--- src/rtl/mem_arb_pkg.sv ---
// Shared types and constants for the PSRAM request arbiter: FSM states,
// requester identities and the controller byte-count encodings.
package mem_arb_pkg;

  typedef enum logic [2:0] {
    ST_IDLE,
    ST_ISSUE,
    ST_WAIT_START,
    ST_WAIT_DONE,
    ST_RESP
  } state_t;

  typedef enum logic {
    REQ_CPU = 1'b0,
    REQ_VIC = 1'b1
  } req_id_t;

  localparam logic [3:0] NBYTES_READ  = 4'd0;
  localparam logic [3:0] NBYTES_WRITE = 4'd1;

  // A lone requester always wins; on conflict the one not served last wins.
  function automatic req_id_t arb_pick(input logic    cpu_req,
                                       input logic    vic_req,
                                       input req_id_t last_grant);
    if (cpu_req && vic_req) return (last_grant == REQ_CPU) ? REQ_VIC : REQ_CPU;
    else if (vic_req)       return REQ_VIC;
    else                    return REQ_CPU;
  endfunction

endpackage

--- src/rtl/mem_req_arbiter.sv ---
// Upstream request stage for the PSRAM controller: arbitrates CPU (read/write)
// and VIC (read) byte requests, tracks mc_busy, captures read data and acks.
module mem_req_arbiter
  import mem_arb_pkg::*;
#(
  parameter int unsigned START_TIMEOUT = 8,
  parameter int unsigned TO_W          = 4
) (
  input  logic        clk,
  input  logic        reset,
  input  logic        cpu_req,
  input  logic        cpu_we,
  input  logic [15:0] cpu_addr,
  input  logic [7:0]  cpu_wdata,
  output logic [7:0]  cpu_rdata,
  output logic        cpu_ack,
  input  logic        vic_req,
  input  logic [15:0] vic_addr,
  output logic [7:0]  vic_rdata,
  output logic        vic_ack,
  input  logic [6:0]  bank_cfg,
  output logic        mc_ce,
  output logic        mc_write,
  output logic [6:0]  mc_bank,
  output logic [15:0] mc_addr,
  output logic [3:0]  mc_nbytes,
  output logic [7:0]  mc_wdata,
  input  logic [7:0]  mc_rdata,
  input  logic        mc_busy,
  output logic        init_done,
  output logic        err_timeout
);

  state_t          r_state;
  req_id_t         r_last_grant;
  req_id_t         r_gnt_id;
  logic            r_we;
  logic [15:0]     r_addr;
  logic [7:0]      r_wdata;
  logic [6:0]      r_bank;
  logic [3:0]      r_nbytes;
  logic [TO_W-1:0] r_wdog;
  logic            r_init_done;
  logic            r_err_timeout;
  logic            r_mc_ce;
  logic            r_mc_write;
  logic            r_cpu_ack;
  logic            r_vic_ack;
  logic [7:0]      r_cpu_rdata;
  logic [7:0]      r_vic_rdata;

  req_id_t         w_pick;
  logic            w_grant;
  logic [TO_W-1:0] w_wdog_next;
  logic            w_wdog_expired;

  assign w_pick         = arb_pick(cpu_req, vic_req, r_last_grant);
  assign w_grant        = r_init_done && !mc_busy && (cpu_req || vic_req);
  assign w_wdog_next    = r_wdog + 1'b1;
  assign w_wdog_expired = (w_wdog_next == TO_W'(START_TIMEOUT));

  // NOTE: state and outputs are updated with non-blocking assignments only, so
  // every branch below reads the pre-edge values regardless of statement order.
  always_ff @(posedge clk) begin
    if (reset) begin
      // NOTE: the data latches and rdata registers are reset as well, because
      // every output must read zero after reset, not just the control state.
      r_state       <= ST_IDLE;
      r_last_grant  <= REQ_CPU;
      r_gnt_id      <= REQ_CPU;
      r_we          <= 1'b0;
      r_addr        <= '0;
      r_wdata       <= '0;
      r_bank        <= '0;
      r_nbytes      <= NBYTES_READ;
      r_wdog        <= '0;
      r_init_done   <= 1'b0;
      r_err_timeout <= 1'b0;
      r_mc_ce       <= 1'b0;
      r_mc_write    <= 1'b0;
      r_cpu_ack     <= 1'b0;
      r_vic_ack     <= 1'b0;
      r_cpu_rdata   <= '0;
      r_vic_rdata   <= '0;
    end else begin
      // NOTE: single-cycle strobes default low here and are raised only in the
      // one state that owns them, so no branch can leave them stuck high.
      r_mc_ce   <= 1'b0;
      r_cpu_ack <= 1'b0;
      r_vic_ack <= 1'b0;

      if (!mc_busy) r_init_done <= 1'b1;

      case (r_state)
        ST_IDLE: begin
          if (w_grant) begin
            r_gnt_id <= w_pick;
            r_bank   <= bank_cfg;
            r_wdog   <= '0;
            r_mc_ce  <= 1'b1;
            if (w_pick == REQ_VIC) begin
              r_we       <= 1'b0;
              r_addr     <= vic_addr;
              r_wdata    <= '0;
              r_nbytes   <= NBYTES_READ;
              r_mc_write <= 1'b0;
            end else begin
              r_we       <= cpu_we;
              r_addr     <= cpu_addr;
              r_wdata    <= cpu_wdata;
              r_nbytes   <= cpu_we ? NBYTES_WRITE : NBYTES_READ;
              r_mc_write <= cpu_we;
            end
            r_state <= ST_ISSUE;
          end
        end

        // busy seen during ISSUE belongs to a previous phase; only WAIT_START counts it.
        ST_ISSUE: r_state <= ST_WAIT_START;

        ST_WAIT_START: begin
          if (mc_busy) begin
            r_state <= ST_WAIT_DONE;
          end else if (w_wdog_expired) begin
            r_err_timeout <= 1'b1;
            r_wdog        <= '0;
            r_mc_write    <= 1'b0;
            r_state       <= ST_IDLE;
          end else begin
            r_wdog <= w_wdog_next;
          end
        end

        ST_WAIT_DONE: begin
          if (!mc_busy) begin
            if (r_gnt_id == REQ_CPU) begin
              if (!r_we) r_cpu_rdata <= mc_rdata;
              r_cpu_ack <= 1'b1;
            end else begin
              if (!r_we) r_vic_rdata <= mc_rdata;
              r_vic_ack <= 1'b1;
            end
            r_last_grant <= r_gnt_id;
            r_mc_write   <= 1'b0;
            r_state      <= ST_RESP;
          end
        end

        ST_RESP: r_state <= ST_IDLE;

        default: r_state <= ST_IDLE;
      endcase
    end
  end

  assign cpu_rdata   = r_cpu_rdata;
  assign cpu_ack     = r_cpu_ack;
  assign vic_rdata   = r_vic_rdata;
  assign vic_ack     = r_vic_ack;
  assign mc_ce       = r_mc_ce;
  assign mc_write    = r_mc_write;
  assign mc_bank     = r_bank;
  assign mc_addr     = r_addr;
  assign mc_nbytes   = r_nbytes;
  assign mc_wdata    = r_wdata;
  assign init_done   = r_init_done;
  assign err_timeout = r_err_timeout;

endmodule

--- config.mk ---
export PLATFORM = sky130hd
export DESIGN_NAME = mem_req_arbiter
export DESIGN_NICKNAME = d
export VERILOG_FILES = /design/src/rtl/mem_arb_pkg.sv /design/src/rtl/mem_req_arbiter.sv
export SDC_FILE = /design/constraint.sdc
export NUM_CORES = 1
export LEC_CHECK = 0
export ABC_AREA = 0
export CAP_MARGIN = 20
export CORE_MARGIN = 2
export CORE_UTILIZATION = 35
export CTS_CLUSTER_DIAMETER = 40
export DETAILED_ROUTE_END_ITERATION = 6
export GPL_ROUTABILITY_DRIVEN = 0
export PLACE_DENSITY = 0.75
export SETUP_SLACK_MARGIN = 0.3
export SLEW_MARGIN = 25
export SYNTH_ARGS = -nofsm -noshare
export SYNTH_HDL_FRONTEND = slang
export SYNTH_SLANG_ARGS = --single-unit
--- constraint.sdc ---
create_clock -name clk -period 3.65 [get_ports clk]
set_clock_uncertainty 0.1 [all_clocks]
set_input_delay 1.095 -clock clk [delete_from_list [all_inputs] [get_ports clk]]
set_output_delay 1.095 -clock clk [all_outputs]
set_load 0.01 [all_outputs]
==> impl_summary.txt, run 1 <==
----------------------------------------------------
[Outcome]
  Status ... completed

[Synth]
  Yosys cell types ... 38
  Synthesized netlist cell count ... 294
  Largest cells by area after synthesis ... dfxtp_1, nand2_1, mux2i_1
  Mean cell area of the mapped netlist ... 8.763 um^2
  Area share of the leading cell type in the synthesized netlist ... 48.96%
  Cell taking the most area after synthesis ... dfxtp_1
  Number of flip-flops and latches in the synthesized netlist ... 63
  Yosys warns ... 0
  Netlist Area Pre-Place ... 2576 um^2
  Register area share after synthesis ... 48.96%

[Cells and area]
  Leading cell types in the layout, fill and taps excluded ... clkdlybuf4s50_1, dfxtp_1, nand2_1, nor2_1, a21oi_1
  Fill cell total of the finished layout ... 657
  Final #Nets ... 464
  Post-layout utilization of the core ... 54.42%
  Most common cell after layout, fill and taps aside ... clkdlybuf4s50_1
  Share of post-route cells with drive strength above 1 ... 5.926%
  Footprint of the multi-input gates ... 1165 um^2
  Number of cells in the finished layout apart from fillers ... 504
  Growth of design area from synthesis to finish ... 51.58%
  Cell area after layout ... 3905 um^2
  Area taken by flip-flops and latches ... 1261 um^2
  ANT cells ... 0

[Detailed routing]
  Vias per std cell ... 4.752
  Detailed-route wire length on metal 1 ... 2.715 mm
  Drt total wl ... 6.453 mm
  Antenna Nets Post-Route ... 0
  DRC marker count from the first detailed-route iteration ... 73
  Average routed wire per standard cell ... 12.80 um
  Highest metal layer with signal wires ... met4
  Met2 routed wirelength ... 3.052 mm
  Met3 wire length ... 574 um
  Vias after detailed routing ... 2395
  DRC violations left ... 0
  Count of TritonRoute iterations in the first routing pass ... 4

[Clock tree]
  Clock slew at the register clock pins of the worst setup and hold paths ... 70 ps
  Number of levels the H-tree was split into ... 3
  Buffers inserted during post-CTS setup optimization ... 0
  Insertion delay to the later sink of the worst-skew pair ... 330 ps
  Max Root-Sink Buffers ... 2
  Total clock sinks ... 63
  Library cell used as clock root buffer ... clkbuf_8
  Number of instances resized during post-cts repair ... 0
  Number of buffers inserted during clock tree synthesis ... 9
  # hold bufs at CTS ... 0
  Clock tree from TritonCTS ... built

[Power]
  Total power draw ... 1.472 mW
  Standby leakage power ... 1.434 nW
  P per Cell Area ... 376.9 nW/um^2
  Max VDD drop ... 194.4 uV

[STA]
  Final period utilization ... 76.75%
  Setup TNS Final ... 0 ps
  Max_slew headroom ... 58.24%
  Final min period ... 2801 ps
  Count of pins over their slew limit ... 0
  Highest Clock Rate ... 0.3570 GHz
  RSZ-0062 raised after global routing ... false
  Hold slack final ... 355.1 ps
  Worst setup slack after layout ... 848.7 ps
  Final hold vios ... 0
  Transition time of the tightest slew-check pin ... 626.4 ps
  Setup violators final ... 0

[Die]
  Die width ... 89.80 um
  Total die area ... 8063 um^2
  Core Rows ... 31
  Initial Utilization ... 35.90%
  Top-level I/O count ... 118
  Die height ... 89.80 um
  Placeable Area ... 7176 um^2

[Global route]
  Number of antenna violations at the first check in global routing ... 0
  Total overflow reported by the global router ... 0
  GRT Resource Usage Total ... 16.01%
  Wire length of the first global-routing pass ... 10.54 mm
  Maximum number of pins on one net before global-route repair ... 39
  Vias in the first global route ... 2206

[Placement]
  Area of placed instances ... 3727 um^2
  Worst slack at placement ... 531.0 ps
  Estimated wirelength of the detail-placed design ... 4.681 mm
  Placed cell count ... 489
  IO Port Bufs ... 114

[Setup path]
  Highest fanout seen on the critical path ... 18
  Kind of end point of the critical path ... flip-flop
  Worst Path Class, Setup ... in -> reg
  WP data arrival ... 2900 ps
  Data required time of the worst path ... 3750 ps
  Kind of start point of the critical path ... input pin

[Job]
  Max-Cap Viols ... 0

[Hold path]
  Path class of the lowest-slack min-delay path ... reg -> reg

----------------------------------------------------
-- registers in the layout, summed over array words and instances, names as in the netlist, 3 cells and up --
| register | count |
|---|---|
| cpu_rdata | 8 |
| mc_addr | 16 |
| mc_bank | 7 |
| mc_wdata | 8 |
| r_state | 3 |
| r_wdog | 4 |
| vic_rdata | 8 |
-- layer usage --
layer,GRT usage (%),up-vias
met5,0,-
met1,19.40,1082
li1,-,1218
met3,6.622,12
met2,25.44,83
met4,6.154,0
-- report_power, final --
group / internal, mW / leakage [nW] / switching (mW)
logic: 0.111 / 0.828 / 0.0802
clock network: 0.307 / 0.0957 / 0.253
registers: 0.708 / 0.511 / 0.0136
total: 1.12 / 1.43 / 0.347
-- cell type report --
cell class | instances | share of cell area (%)
Sequential cell | 63 | 32.30
Timing Repair Buffer | 118 | 29.86
Multi-Input combinational cell | 206 | 29.83
Clock buffer | 10 | 3.268
Tap cell | 99 | 3.172
Clock inverter | 5 | 1.282
Inverter | 3 | 0.2884
-- cell families after synthesis --
logic type / Yosys count / synth area share, %
AOI/OAI and AO/OA: 50 / 13.31
xor gates and xnor gates: 2 / 0.6801
adders and majority gates: 2 / 0.9712
buffers and inverters: 27 / 6.119
DFF: 63 / 48.96
muxes: 16 / 6.216
other: 1 / 0.1456
and+or+nand+nor: 133 / 23.60
-- worst max-delay path, stage by stage --
cell and delay [ps]:
clkdlybuf4s50_1 540, or3_4 410, or3_1 590, nand3b_1 190
a32oi_1 70
-- cells in the mapped netlist --
cell type,instances
a2111oi_0,1
a21boi_0,1
a21oi_1,22
a22oi_1,1
a311oi_1,17
a32oi_1,2
a41oi_1,1
and2_0,1
and2_1,2
and3b_1,1
and4bb_2,1
buf_2,3
buf_4,6
buf_6,4
clkbuf_1,11
conb_1,1
dfxtp_1,63
ha_1,2
inv_1,3
mux2i_1,16
nand2_1,62
nand2_2,1
nand2b_1,1
nand3_1,11
nand3b_1,1
nand4bb_1,2
nor2_1,41
nor3_1,3
nor3_4,2
nor4b_1,1
nor4bb_1,1
o2111ai_1,1
o21a_1,1
o21ai_0,2
o31ai_1,1
or3_1,1
or3_4,1
xnor2_1,2
-- path summary, 6_finish.rpt --
path                           start                 endpoint  slack, ps  cells after the start
max reg2reg  r_state[1]$_SDFFE_PP0P_    mc_write$_SDFFE_PP0P_       1730                      4
min          mc_bank[2]$_SDFFE_PP0P_  mc_bank[2]$_SDFFE_PP0P_        360                      2
min reg2reg  mc_bank[2]$_SDFFE_PP0P_  mc_bank[2]$_SDFFE_PP0P_        360                      2
max                          mc_busy    mc_write$_SDFFE_PP0P_        850                      5
Power figures use the tool's default switching activity.
==> inputs of run 2 (changes only) <==
Settings changed: PLACE_DENSITY 0.75 to 0.77.
Clock period 3.65 ns to 2.4 ns, I/O delays scaled along.
==> run 2 against run 1 <==
  * Total power increased by 48%
  * Setup slack got worse by 490 ps
  * Flip-flop and latch count unchanged
  * Clock power is 37% higher
  * Critical path type is now reg -> out
  * Critical endpoint is now mc_wdata[5]
  * Largest power group unchanged
  * Highest routed layer unchanged
==> impl_summary.txt, run 2 (synthesis results as in run 1) <==
----------------------------------------------------
[Outcome]
  Status ... completed (unchanged)

[Cells and area]
  Post-layout utilization of the core ... 57.05% (was 54.42%)
  Fill cell total of the finished layout ... 634 (was 657)
  Flip-flop count of the largest register after layout ... 16 (unchanged)
  ANT cells ... 0 (unchanged)
  Number of cells in the finished layout apart from fillers ... 516 (was 504)
  Leading cell types in the layout, fill and taps excluded ... clkdlybuf4s50_1, dfxtp_1, nand2_1, nor2_1, a21oi_1 (unchanged)
  Most common cell after layout, fill and taps aside ... clkdlybuf4s50_1 (unchanged)
  Final #Nets ... 475 (was 464)
  Cell area after layout ... 4094 um^2 (was 3905 um^2)
  Share of post-route cells with drive strength above 1 ... 9.353% (was 5.926%)
  Growth of design area from synthesis to finish ... 58.91% (was 51.58%)

[Setup path]
  Data required time of the worst path ... 1580 ps (was 3750 ps)
  Cell class contributing the biggest share of worst-path delay ... buffers and inverters (was simple AND/OR/NAND/NOR gates)
  Launching instance or port of the critical path ... mc_wdata[5]$_SDFFE_PP0P_ (was mc_busy)
  Origin of the critical flop-to-flop path ... r_state[1]$_SDFFE_PP0P_ (unchanged)
  Delay contributed by the slowest stage of the critical path ... 550 ps (was 590 ps)
  Bufs and invs on worst path ... 1 (unchanged)
  Kind of end point of the critical path ... output pin (was flip-flop)
  CP max stage cell ... clkdlybuf4s50_1 (was or3_1)
  Highest fanout seen on the critical path ... 2 (was 18)
  Worst Path Class, Setup ... reg -> out (was in -> reg)
  Kind of start point of the critical path ... flip-flop (was input pin)
  WP data arrival ... 1230 ps (was 2900 ps)
  Chain of cells forming the critical path ... clkdlybuf4s50_1 (was clkdlybuf4s50_1, or3_4, or3_1, nand3b_1, a32oi_1)

[STA]
  Setup violators final ... 0 (unchanged)
  Final hold vios ... 0 (unchanged)
  Final min period ... 2045 ps
  Hold slack final ... 356.4 ps (was 355.1 ps)
  Setup TNS Final ... 0 ps (unchanged)
  Count of pins over their slew limit ... 0 (unchanged)
  Final period utilization ... 85.21%
  Highest Clock Rate ... 0.4890 GHz
  RSZ-0062 raised after global routing ... false (unchanged)
  Worst setup slack after layout ... 354.9 ps (was 848.7 ps)

[Clock tree]
  Total clock sinks ... 63 (unchanged)
  Insertion delay to the later sink of the worst-skew pair ... 320 ps (was 330 ps)
  Clock slew at the register clock pins of the worst setup and hold paths ... 70 ps (about the same)
  Number of buffers inserted during clock tree synthesis ... 9 (unchanged)
  # hold bufs at CTS ... 0 (unchanged)
  Clock tree from TritonCTS ... built (unchanged)
  Max Root-Sink Buffers ... 2 (unchanged)
  Number of levels the H-tree was split into ... 3 (unchanged)
  Library cell used as clock root buffer ... clkbuf_8 (unchanged)

[Power]
  Total power draw ... 2.184 mW (was 1.472 mW)
  Max VDD drop ... 245.8 uV (was 194.4 uV)
  P per Cell Area ... 533.5 nW/um^2 (was 376.9 nW/um^2)
  Standby leakage power ... 1.572 nW (was 1.434 nW)

[Placement]
  Estimated wirelength of the detail-placed design ... 4.801 mm (was 4.681 mm)
  Area of placed instances ... 3870 um^2 (was 3727 um^2)
  IO Port Bufs ... 114 (unchanged)
  Placed cell count ... 498 (was 489)
  Worst slack at placement ... -68.15 ps (was 531.0 ps)

[Detailed routing]
  DRC marker count from the first detailed-route iteration ... 86 (was 73)
  Drt total wl ... 6.835 mm (was 6.453 mm)
  Count of TritonRoute iterations in the first routing pass ... 4 (unchanged)
  Vias per std cell ... 4.814 (was 4.752)
  Antenna Nets Post-Route ... 0 (unchanged)
  Vias after detailed routing ... 2484 (was 2395)
  DRC violations left ... 0 (unchanged)
  Average routed wire per standard cell ... 13.25 um (was 12.80 um)

[Global route]
  Maximum number of pins on one net before global-route repair ... 48 (was 39)
  Total overflow reported by the global router ... 0 (unchanged)
  Number of antenna violations at the first check in global routing ... 0 (unchanged)
  Vias in the first global route ... 2477 (was 2206)
  GRT Resource Usage Total ... 16.71% (was 16.01%)
  Wire length of the first global-routing pass ... 11.21 mm (was 10.54 mm)

[Die]
  Die width ... 89.80 um (unchanged)
  Initial Utilization ... 35.90% (unchanged)
  Top-level I/O count ... 118 (unchanged)
  Total die area ... 8063 um^2 (unchanged)
  Placeable Area ... 7176 um^2 (unchanged)
  Core Rows ... 31 (unchanged)
  Die height ... 89.80 um (unchanged)

[Hold path]
  Path class of the lowest-slack min-delay path ... reg -> reg (unchanged)
  Hold Path Origin ... mc_bank[4]$_SDFFE_PP0P_ (was mc_bank[2]$_SDFFE_PP0P_)

[Job]
  Max-Cap Viols ... 0 (unchanged)

----------------------------------------------------
## run 2: changes by cell type in the layout (fill, tap and decap cells not counted), moves of 2 or more
cell	before	now
buf_12	0	6
clkinvlp_4	0	2
clkdlybuf4s50_1	113	107
buf_4	4	7
dlygate4sd2_1	0	3
dlymetal6s2s_1	0	3
## run 2: cell type report
class                           count  area, um^2  share of cell area [%]
Clock buffer                        9       123.9                   3.026
Inverter                            3       11.26                  0.2751
Multi-Input combinational cell    206        1185                   28.94
Timing Repair Buffer              129        1349                   32.95
Sequential cell                    63        1261                   30.81
Tap cell                           99       123.9                   3.026
Clock inverter                      7       40.04                  0.9780
## run 2: worst paths after layout
| kind | endpoint | slack [ps] | cells after the start |
|---|---|---|---|
| min | mc_bank[4]$_SDFFE_PP0P_ | 360 | 2 |
| max | mc_wdata[5] | 350 | 1 |
| max reg2reg | mc_wdata[5]$_SDFFE_PP0P_ | 530 | 6 |
| min reg2reg | mc_bank[4]$_SDFFE_PP0P_ | 360 | 2 |
## run 2: where the power goes
part | total, mW | switching, mW | internal (mW) | leakage (nW)
registers | 1.10 | 0.0221 | 1.08 | 0.511
logic | 0.317 | 0.130 | 0.188 | 0.977
clock network | 0.769 | 0.404 | 0.364 | 0.0846
## run 2: what timing repair did
| item | in CTS | in global routing |
|---|---|---|
| resized for setup | 5 | 5 |
| buffers inserted | 0 | 1 |
| gates cloned | 0 | 1 |
| pin swaps | 2 | 0 |
| setup endpoints to repair | 8 | 34 |
## run 2: metal layers
metal / share of wire (%) / global-route usage (%) / vias to the layer above / wire length, um
li1: - / - / 1248 / -
met1: 44 / 19.84 / 1147 / 3008
met2: 47 / 28.03 / 79 / 3240
met3: 7.2 / 6.454 / 10 / 494
met4: 1.3 / 5.128 / 0 / 91
met5: 0 / 0 / - / 0
